===== config.mk =====
export PLATFORM = sky130hd
export DESIGN_NAME = decode_hazard_ctrl
export DESIGN_NICKNAME = d
export VERILOG_FILES = /design/src/rtl/rv_pkg.sv /design/src/rtl/hazard_operand_decode.sv /design/src/rtl/decode_hazard_ctrl.sv
export SDC_FILE = /design/constraint.sdc
export NUM_CORES = 1
export LEC_CHECK = 0
export CAP_MARGIN = 20
export CORE_ASPECT_RATIO = 1.2
export CORE_MARGIN = 2
export CORE_UTILIZATION = 54
export CTS_CLUSTER_DIAMETER = 40
export CTS_CLUSTER_SIZE = 20
export DETAILED_ROUTE_END_ITERATION = 6
export HOLD_SLACK_MARGIN = 0.12
export PLACE_DENSITY = 0.86
export SLEW_MARGIN = 20
export SYNTH_ARGS = -nofsm -noshare
export SYNTH_HDL_FRONTEND = slang
export SYNTH_SLANG_ARGS = --single-unit
export TNS_END_PERCENT = 20

===== constraint.sdc =====
create_clock -name clk -period 3.3 [get_ports clk]
set_input_delay 0.66 -clock clk [delete_from_list [all_inputs] [get_ports clk]]
set_output_delay 0.66 -clock clk [all_outputs]
set_load 0.005 [all_outputs]

===== src/rtl/rv_pkg.sv =====
// rv_pkg: opcodes, interlock states and instruction field helpers shared by the decode hazard logic
package rv_pkg;
  localparam logic [6:0] OP_RTYPE = 7'b0110011;
  localparam logic [6:0] OP_LD = 7'b0000011;
  localparam logic [6:0] OP_SD = 7'b0100011;
  localparam logic [6:0] OP_BEQ = 7'b1100011;
  typedef enum logic {ST_RUN, ST_FLUSH} state_t;
  function automatic logic [4:0] f_rs1(input logic [31:0] inst);
    return inst[19:15];
  endfunction
  function automatic logic [4:0] f_rs2(input logic [31:0] inst);
    return inst[24:20];
  endfunction
  function automatic logic [4:0] f_rd(input logic [31:0] inst);
    return inst[11:7];
  endfunction
endpackage


===== src/rtl/hazard_operand_decode.sv =====
// hazard_operand_decode: opcode -> source-register use, destination write and load flags
module hazard_operand_decode
  import rv_pkg::*;
(
  input  logic [6:0] i_opcode,
  output logic       o_uses_rs1,
  output logic       o_uses_rs2,
  output logic       o_writes_rd,
  output logic       o_is_ld
);
  assign o_uses_rs1 = i_opcode == OP_RTYPE || i_opcode == OP_LD || i_opcode == OP_SD || i_opcode == OP_BEQ;
  assign o_uses_rs2 = i_opcode == OP_RTYPE || i_opcode == OP_SD || i_opcode == OP_BEQ;
  assign o_writes_rd = i_opcode == OP_RTYPE || i_opcode == OP_LD;
  assign o_is_ld = i_opcode == OP_LD;
endmodule


===== src/rtl/decode_hazard_ctrl.sv =====
// decode_hazard_ctrl: decode-stage interlock (load-use stall, branch squash, memory freeze) with perf counters
module decode_hazard_ctrl
  import rv_pkg::*;
#(
  parameter int BRANCH_PENALTY = 1,
  parameter int MEM_TIMEOUT = 255,
  parameter int CNT_W = 32
) (
  input  logic             clk,
  input  logic             reset,
  input  logic [31:0]      if_id_inst,
  input  logic             id_valid,
  input  logic             branch_taken,
  input  logic             mem_req,
  input  logic             mem_ready,
  output logic             pc_write,
  output logic             if_id_write,
  output logic             if_id_flush,
  output logic             id_ex_write,
  output logic             id_ex_bubble,
  output logic             ex_mem_write,
  output logic [CNT_W-1:0] stall_cnt,
  output logic [CNT_W-1:0] flush_cnt,
  output logic             mem_timeout
);
  localparam logic [2:0] LP_REM = 3'(BRANCH_PENALTY - 1);
  localparam logic [15:0] LP_TO = 16'(MEM_TIMEOUT - 1);
  state_t r_state, w_state_nxt;
  logic [2:0] r_rem, w_rem_nxt;
  logic [4:0] r_ex_rd;
  logic r_ex_memread;
  logic [CNT_W-1:0] r_stall_cnt, r_flush_cnt;
  logic [15:0] r_frz;
  logic r_mem_timeout;
  logic w_uses_rs1, w_uses_rs2, w_writes_rd, w_is_ld;
  logic [4:0] w_rs1, w_rs2, w_rd;
  logic w_freeze, w_load_use, w_squash, w_unused;
  hazard_operand_decode u_dec (
    .i_opcode   (if_id_inst[6:0]),
    .o_uses_rs1 (w_uses_rs1),
    .o_uses_rs2 (w_uses_rs2),
    .o_writes_rd(w_writes_rd),
    .o_is_ld    (w_is_ld)
  );
  assign w_unused = ^{if_id_inst[31:25], if_id_inst[14:12]};
  assign w_rs1 = f_rs1(if_id_inst);
  assign w_rs2 = f_rs2(if_id_inst);
  assign w_rd = f_rd(if_id_inst);
  assign w_freeze = mem_req & ~mem_ready;
  assign w_load_use = id_valid & r_ex_memread & (r_ex_rd != 5'd0) &
                      ((w_uses_rs1 & (w_rs1 == r_ex_rd)) | (w_uses_rs2 & (w_rs2 == r_ex_rd)));
  // FLUSH squashes regardless of branch_taken; RUN squashes only on a taken branch
  assign w_squash = (r_state == ST_FLUSH) | branch_taken;
  always_comb begin
    pc_write = 1'b1;
    if_id_write = 1'b1;
    if_id_flush = 1'b0;
    id_ex_write = 1'b1;
    id_ex_bubble = 1'b0;
    ex_mem_write = 1'b1;
    if (reset) begin
      {pc_write, if_id_write, id_ex_write, ex_mem_write} = 4'b0000;
      if_id_flush = 1'b1;
      id_ex_bubble = 1'b1;
    end else if (w_freeze) begin
      {pc_write, if_id_write, id_ex_write, ex_mem_write} = 4'b0000;
    end else if (w_squash) begin
      if_id_flush = 1'b1;
      id_ex_bubble = 1'b1;
    end else if (w_load_use) begin
      pc_write = 1'b0;
      if_id_write = 1'b0;
      id_ex_bubble = 1'b1;
    end
  end
  always_comb begin
    w_state_nxt = r_state;
    w_rem_nxt = r_rem;
    if (r_state == ST_FLUSH) begin
      w_rem_nxt = r_rem - 3'd1;
      w_state_nxt = r_rem == 3'd1 ? ST_RUN : ST_FLUSH;
    end else if (branch_taken && BRANCH_PENALTY > 1) begin
      w_state_nxt = ST_FLUSH;
      w_rem_nxt = LP_REM;
    end
  end
  always_ff @(posedge clk) begin
    if (reset) begin
      r_state <= ST_RUN;
      r_rem <= 3'd0;
      r_ex_rd <= 5'd0;
      r_ex_memread <= 1'b0;
      r_stall_cnt <= '0;
      r_flush_cnt <= '0;
      r_frz <= 16'd0;
      r_mem_timeout <= 1'b0;
    end else if (w_freeze) begin
      r_frz <= &r_frz ? r_frz : r_frz + 16'd1;
      if (r_frz >= LP_TO) r_mem_timeout <= 1'b1;
    end else begin
      r_frz <= 16'd0;
      r_state <= w_state_nxt;
      r_rem <= w_rem_nxt;
      r_ex_rd <= (id_ex_bubble | ~id_valid | ~w_writes_rd) ? 5'd0 : w_rd;
      r_ex_memread <= ~id_ex_bubble & id_valid & w_is_ld;
      if (w_squash && !(&r_flush_cnt)) r_flush_cnt <= r_flush_cnt + CNT_W'(1);
      if (!w_squash && w_load_use && !(&r_stall_cnt)) r_stall_cnt <= r_stall_cnt + CNT_W'(1);
    end
  end
  assign stall_cnt = r_stall_cnt;
  assign flush_cnt = r_flush_cnt;
  assign mem_timeout = r_mem_timeout;
endmodule


==> summary.txt, run 1 <==
Global routing
  • GRT overflow: 0
  • Largest net degree at the start of global routing: 55
  • First-pass GRT wire length: between 15 and 20 mm
  • Global Route Usage Sum: 0.250
  • Vias in the first global route: ~4.1k
  • Antenna violations before repair: 0

Timing
  • Tcrit/Tclk final: 0.957
  • Unrepaired setup endpoints after global routing: no
  • Final hold vios: 0
  • Slew Viols, Final: 0
  • Clock skew: approximately 0.012 ns
  • Slew margin rel.: 0.610
  • Total negative slack: 0 ns
  • F_max: approximately 320 MHz
  • Slew @ Worst Pin: roughly 0.59 ns
  • Final setup violation count: 0
  • Minimum clock period: 3.16 ns

Critical path
  • Worst EP arrival: 2.50 ns
  • Setup crit start: if_id_inst[2]
  • R2R Setup Slk: ~1.1 ns
  • R2r endpoint: stall_cnt[8]
  • R2r worst-path depth: 9
  • CP startpoint kind: input port
  • CP Max Fanout: 3
  • RR Startpoint: stall_cnt[0]
  • Critical path class: input port to output pin
  • Element type at the critical path end: output pin
  • Required @ worst endpoint: ~2.6 ns
  • Worst Setup EP: id_ex_bubble

Yosys
  • Syn Nets: just under 600
  • Synth area leader: dfxtp_1
  • Post-synth ARST share: 0
  • EDFF count, synth: 0
  • Synthesis-stage register bit count: 91
  • Synth cell types: 51
  • Dominant synthesized flop cell: dfxtp_1
  • Share of the synthesized area in the top cell type: 0.394
  • Post-Synthesis Cells: 546
  • Sequential area share after synthesis: 0.394
  • Syn. warnings: 0
  • Synth top area cells: dfxtp_1 39%, nor2_1 5.8%, xor2_1 5.3%, xnor2_1 5.1%, nand3_1 4.8%
  • Syn avg cell area: ~8.5 sq um
  • Post-Synthesis Cell Area: 0.00462 sq mm

Final layout
  • Ant diodes: 0
  • Most frequent cells in the layout: 97 x clkdlybuf4s50_1, 91 x dfxtp_1, 70 x nor2_1, 44 x nand3_1, 33 x a21oi_1
  • Commonest non-fill, non-tap cell in the layout: clkdlybuf4s50_1
  • Synth-to-layout area growth: 27.7%
  • Final net count: 686
  • Fillers: roughly 650
  • Final instance area: 0.00590 sq mm
  • Layout cells sized above 1: 0.0696

Detailed routing
  • Post-DRT Antenna Nets: 0
  • Vias post-DR: about 4.3k
  • Per-cell routed wire length: around 15 um
  • DRC: 0
  • Routed WL: roughly 11 mm
  • First-pass DRT Iterations: 4
  • Initial detailed-routing violation count: around 200
  • Vias per inst: ~5.7

Power and ir drop
  • Pwr Total: ~2000 uW
  • Leakage power: 0.00198 uW
  • Pwr per Cell Area: 344 mW/mm^2
  • Peak VDD IR: ~0.28 mV

Flow run
  • Max_cap viols: 0

Placement
  • Post-detail-place hpwl: a little over 8 mm
  • Placer Congestion: 0.844
  • Placed cell area: between 0.005 and 0.006 sq mm
  • IO Port Bufs: 98

Floorplanning
  • Die height: 105 um
  • Initial Utilization: 0.563
  • FP Rows: 36
  • Die X: ~90 um
  • Io pins: between 100 and 150
  • Core Box Area: 0.00820 sq mm
  • DIE AREA: between 0.009 and 0.01 sq mm

Outcome
  • Outcome: completed

Worst hold path
  • Hold WC Path Type: flop to flop

Clock tree
  • Clock root buffer: clkbuf_8
  • H-tree depth: 3
  • Number of buffers created by CTS: 9
  • Clk buf depth: 2
  • CTS tree: done
  • Clock transition at path regs: about 0.09 ns
  • Clock sink total: just over 90
  • Latest clock arrival within the worst-skew pair: between 0.3 and 0.4 ns
==> synth_stat cells (2+ instances only) <==
cell      number
xor2_1        28
nand3_1       44
or3_1         24
or2_2          2
o21ai_0       25
and2_1         4
inv_1         13
nor2b_1        5
a21oi_1       33
xnor2_1       27
nor4_4         5
nor3b_1        2
nand4_2        2
buf_6          4
o31ai_1        6
nand2b_1       3
nor2_1        71
clkbuf_1      14
and4_1         8
nor3_1        11
buf_4          2
mux2i_1        2
nand2_1       31
nand4_1       26
ha_1           6
a22o_1         5
mux2_1         2
nor4_1         6
and3_1        14
buf_2          2
dfxtp_1       91
a211oi_1       2
or4_1          8
==> layout make-up <==
| cell class | instances | area, sq um | share of cell area |
|---|---|---|---|
| clock buffer | 11 | 131 | 0.0223 |
| clock inverter | 5 | 77.6 | 0.0131 |
| inverter | 13 | 48.8 | 0.00827 |
| multi-input combinational | 418 | 2620 | 0.444 |
| sequential | 91 | 1820 | 0.309 |
| tap | 114 | 143 | 0.0242 |
| timing repair buffer | 109 | 1060 | 0.179 |
==> where the power goes <==
part	switching, uW	total [uW]	internal (uW)
Combinational	50.9	111	59.8
Clock	389	814	425
Sequential	3.33	1100	1100
==> how the worst min path moves through the flow <==
stage | startpoint | end | slack, ns | depth (start not counted)
floorplan | mem_timeout | mem_timeout | 0.46 | 2
global placement | mem_timeout | mem_timeout | 0.48 | 2
detailed placement | mem_timeout | mem_timeout | 0.50 | 2
CTS | stall_cnt[16] | stall_cnt[16] | 0.52 | 2
global route | mem_timeout | mem_timeout | 0.54 | 2
finish | stall_cnt[18] | stall_cnt[18] | 0.52 | 2
==> state kept, by name (all words and copies together), names as in the netlist <==
| register | cells |
|---|---|
| mem_timeout | 1 |
| r_ex_memread | 1 |
| stall_cnt | 32 |
| r_state | 1 |
| r_rem | 3 |
| r_ex_rd | 5 |
| r_frz | 16 |
| flush_cnt | 32 |
==> per-layer routing <==
| metal | global-route usage | wire (um) | vias to the layer above |
|---|---|---|---|
| li1 | - | - | 2146 |
| met1 | 0.308 | 4830 | 2048 |
| met2 | 0.415 | 5740 | 119 |
| met3 | 0.0556 | 530 | 20 |
| met4 | 0.101 | 239 | 0 |
| met5 | 0 | 0 | - |
==> timing repair <==
action | CTS | global route
endpoints found under the setup margin | 0 | 1
hold endpoints to repair | 0 | 0
resized for setup | 0 | 2
hold buffers | 0 | 0
setup buffers | 0 | 0
==> cell families (layout without fill, tap and decap cells) <==
logic type,after synthesis,after routing,share of synthesized area
fa+ha+maj,6,6,0.0163
compound gates,79,79,0.101
xor+xnor,55,55,0.104
mux,5,5,0.0116
flops,91,91,0.394
buf+inv,37,138,0.0390
simple gates,273,273,0.334
==> worst max-delay path: stages <==
cell and delay [ns]:
clkdlybuf4s50_1 0.47, and4b_1 0.19, nand3_1 0.15, nor2_1 0.08
and3_1 0.21, or2_2 0.27, clkdlybuf4s50_1 0.47
==> stage by stage <==
stage,setup slack [ns],utilization,cells,hold WS (ns)
finish,0.142,0.720,761,0.515
detailed placement,0.113,0.694,745,0.498
floorplan,0.963,-,546,0.460
CTS,0.0831,0.719,761,0.517
global placement,0.138,0.694,745,0.478
global route,0.0380,0.720,761,0.540
Note: power is estimated with default switching activity, not from simulation.
==> inputs of run 2 (changes only) <==
CELL_PAD_IN_SITES_DETAIL_PLACEMENT = 0   (was unset)
CELL_PAD_IN_SITES_GLOBAL_PLACEMENT = 2   (was unset)
CORE_UTILIZATION = 31   (was 54)
PLACE_DENSITY = unset   (was 0.86)
PLACE_DENSITY_LB_ADDON = 0.1   (was unset)
==> run 2 against run 1 <==
Clock skew fell by 0.0042 ns; setup slack got worse by 0.059 ns; design area rose by 3.9%; total power up 14%; largest power group unchanged; clock power up 35%; combinational power is essentially flat; critical path depth unchanged; sequential share of layout area decreased by 1.2 points; critical endpoint unchanged; wire length rose by 5.9%; register-to-register slack worse by 0.08 ns; cell count rose by 12%.
==> summary.txt, run 2 (synthesis results as in run 1) <==
Clock tree
  • Clock root buffer: clkbuf_16
  • Clock sink total: 91 (unchanged)
  • CTS tree: done
  • H-tree depth: 3 (unchanged)
  • Latest clock arrival within the worst-skew pair: 0.35 ns (-0.02 ns)
  • Number of gates resized after CTS: 0 (unchanged)
  • Clock transition at path regs: 0.06 ns (-0.03 ns)
  • # hold bufs at CTS: 0 (unchanged)
  • Setup Buffers After CTS: 0 (unchanged)
  • Clk buf depth: 2 (unchanged)
  • Number of buffers created by CTS: 9 (unchanged)

Critical path
  • Worst EP arrival: 2.56 ns (+0.06 ns)
  • Element type at the critical path end: output pin
  • R2r worst-path depth: 9 (unchanged)
  • CP Cell Sequence: clkdlybuf4s50_1 -> nor2_1 -> o21ai_0 -> o22ai_2 -> and3_1 -> or2_2 -> clkdlybuf4s50_1
  • CP startpoint kind: input port
  • Critical path class: input port to output pin
  • CP Max Fanout: 3 (unchanged)
  • Required @ worst endpoint: 2.64 ns (about the same)
  • Most used cell, CP: clkdlybuf4s50_1
  • Slowest stage cell, crit path: clkdlybuf4s50_1
  • Slowest stage delay, CP: 0.54 ns (+0.07 ns)

Detailed routing
  • Met1 wire length: 5.60 mm (+16%)
  • Per-cell routed wire length: 14.1 um (-5.1%)
  • Top sig layer: met4
  • Met3 Wirelength: 345 um (-35%)
  • First-pass DRT Iterations: 5 (+1)
  • Vias post-DR: 4194 (-3.2%)
  • Vias per inst: 4.94 (-13%)
  • Initial detailed-routing violation count: 198 (-0.50%)
  • DRC: 0 (unchanged)
  • Routed WL: 12.0 mm (+5.9%)
  • Metal2 WL: 5.82 mm (+1.5%)
  • Post-DRT Antenna Nets: 0 (unchanged)

Global routing
  • GRT overflow: 0 (unchanged)
  • Global Route Usage Sum: 0.157 (-0.0925)
  • Vias in the first global route: 4016 (-2.2%)
  • Antenna violations before repair: 0 (unchanged)
  • Largest net degree at the start of global routing: 41 (-25%)
  • First-pass GRT wire length: 19.9 mm (+5.7%)

Worst hold path
  • Hold WC Path Type: flop to flop
  • Hold path cells: 2 (unchanged)

Final layout
  • Commonest non-fill, non-tap cell in the layout: clkdlybuf4s50_1
  • Synth-to-layout area growth: 32.7%
  • Area used by multi-input combinational logic: 0.00262 sq mm (about the same)
  • Most frequent cells in the layout: 97 x clkdlybuf4s50_1, 91 x dfxtp_1, 71 x nor2_1, 44 x nand3_1, 33 x a21oi_1
  • Final instance area: 0.00613 sq mm (+3.9%)
  • Layout cells sized above 1: 0.0693 (-0.000214)
  • Final net count: 689 (+0.44%)
  • Fillers: 1479 (+130%)
  • FF/Latch Area: 0.00182 sq mm (unchanged)
  • Final Core Density: 0.423 (-0.296)
  • Ant diodes: 0 (unchanged)

Timing
  • Total negative slack: 0 ns (unchanged)
  • Final setup violation count: 0 (unchanged)
  • Clock skew: 0.00799 ns (-0.00415 ns)
  • F_max: 311 MHz (-1.8%)
  • Final hold vios: 0 (unchanged)
  • Slew Viols, Final: 0 (unchanged)
  • Unrepaired setup endpoints after global routing: no
  • Slew @ Worst Pin: 0.576 ns (-0.00998 ns)
  • Minimum clock period: 3.22 ns (+0.0594 ns)
  • Tcrit/Tclk final: 0.975 (+0.0180)
  • Slew margin rel.: 0.616 (+0.00665)

Power and ir drop
  • Peak VDD IR: 0.211 mV (-24%)
  • Leakage power: 0.00205 uW (+3.1%)
  • Pwr per Cell Area: 379 mW/mm^2 (+10%)

Floorplanning
  • FP Rows: 48 (+33%)
  • Initial Utilization: 0.319 (-0.244)
  • Core Box Area: 0.0145 sq mm (+77%)
  • Die X: 115 um (+31%)
  • DIE AREA: 0.0159 sq mm (+71%)
  • Io pins: 109 (unchanged)
  • Die height: 138 um (+31%)

Placement
  • Post-detail-place hpwl: 8.79 mm (+9.2%)
  • Placer Congestion: 0.743 (-12%)
  • IO Port Bufs: 98 (unchanged)
  • Placed cell area: 0.00582 sq mm (+2.3%)

Flow run
  • Max_cap viols: 0 (unchanged)

Outcome
  • Outcome: completed
-- run 2: changes by cell type in the layout (fill, tap and decap cells not counted) --
cell,delta
nor2_2,-1
clkbuf_1,+1
clkinv_2,-2
buf_4,+3
o21ai_0,+1
nor2_1,+1
clkbuf_8,-8
clkbuf_16,+9
clkinvlp_4,-1
o21ai_1,-1
-- run 2: per-layer routing --
| metal | GRT usage | up-vias |
|---|---|---|
| li1 | - | 2150 |
| met1 | 0.202 | 1971 |
| met2 | 0.261 | 58 |
| met3 | 0.0251 | 15 |
| met4 | 0.0663 | 0 |
| met5 | 0 | - |
-- run 2: layout make-up --
cell class,count,share of cell area
timing repair buffer,112,0.176
clock inverter,2,0.00980
sequential,91,0.297
inverter,13,0.00796
clock buffer,13,0.0408
tap,200,0.0408
multi-input combinational,418,0.427
-- run 2: worst paths after layout --
kind                    to           from  slack (ns)
max           id_ex_bubble  if_id_inst[6]        0.08
min            mem_timeout    mem_timeout        0.47
max reg2reg  stall_cnt[27]   stall_cnt[0]        0.97
min reg2reg    mem_timeout    mem_timeout        0.47
-- run 2: stage by stage --
| step | hold slack [ns] | power (uW) | worst slack (ns) | std cells |
|---|---|---|---|---|
| CTS | 0.478 | 2360 | 0.0870 | 849 |
| global placement | 0.454 | 1240 | 0.117 | 834 |
| detailed placement | 0.463 | 1240 | 0.114 | 834 |
| finish | 0.473 | 2320 | 0.0827 | 849 |
| global route | 0.526 | 2410 | 0.0110 | 849 |
| floorplan | 0.460 | 1180 | 0.963 | 546 |
-- run 2: power by group --
part	internal (uW)	switching (uW)	total, uW
clock network	682	422	1100
registers	1100	3.56	1100
logic	61.3	52.1	113
total	1840	477	2320
-- run 2: critical path, delay by kind of cell --
family / cells / cell delay [ns]
buffers and inverters: 2 / 0.99
and+or+nand+nor: 3 / 0.56
AOI/OAI and AO/OA: 2 / 0.35
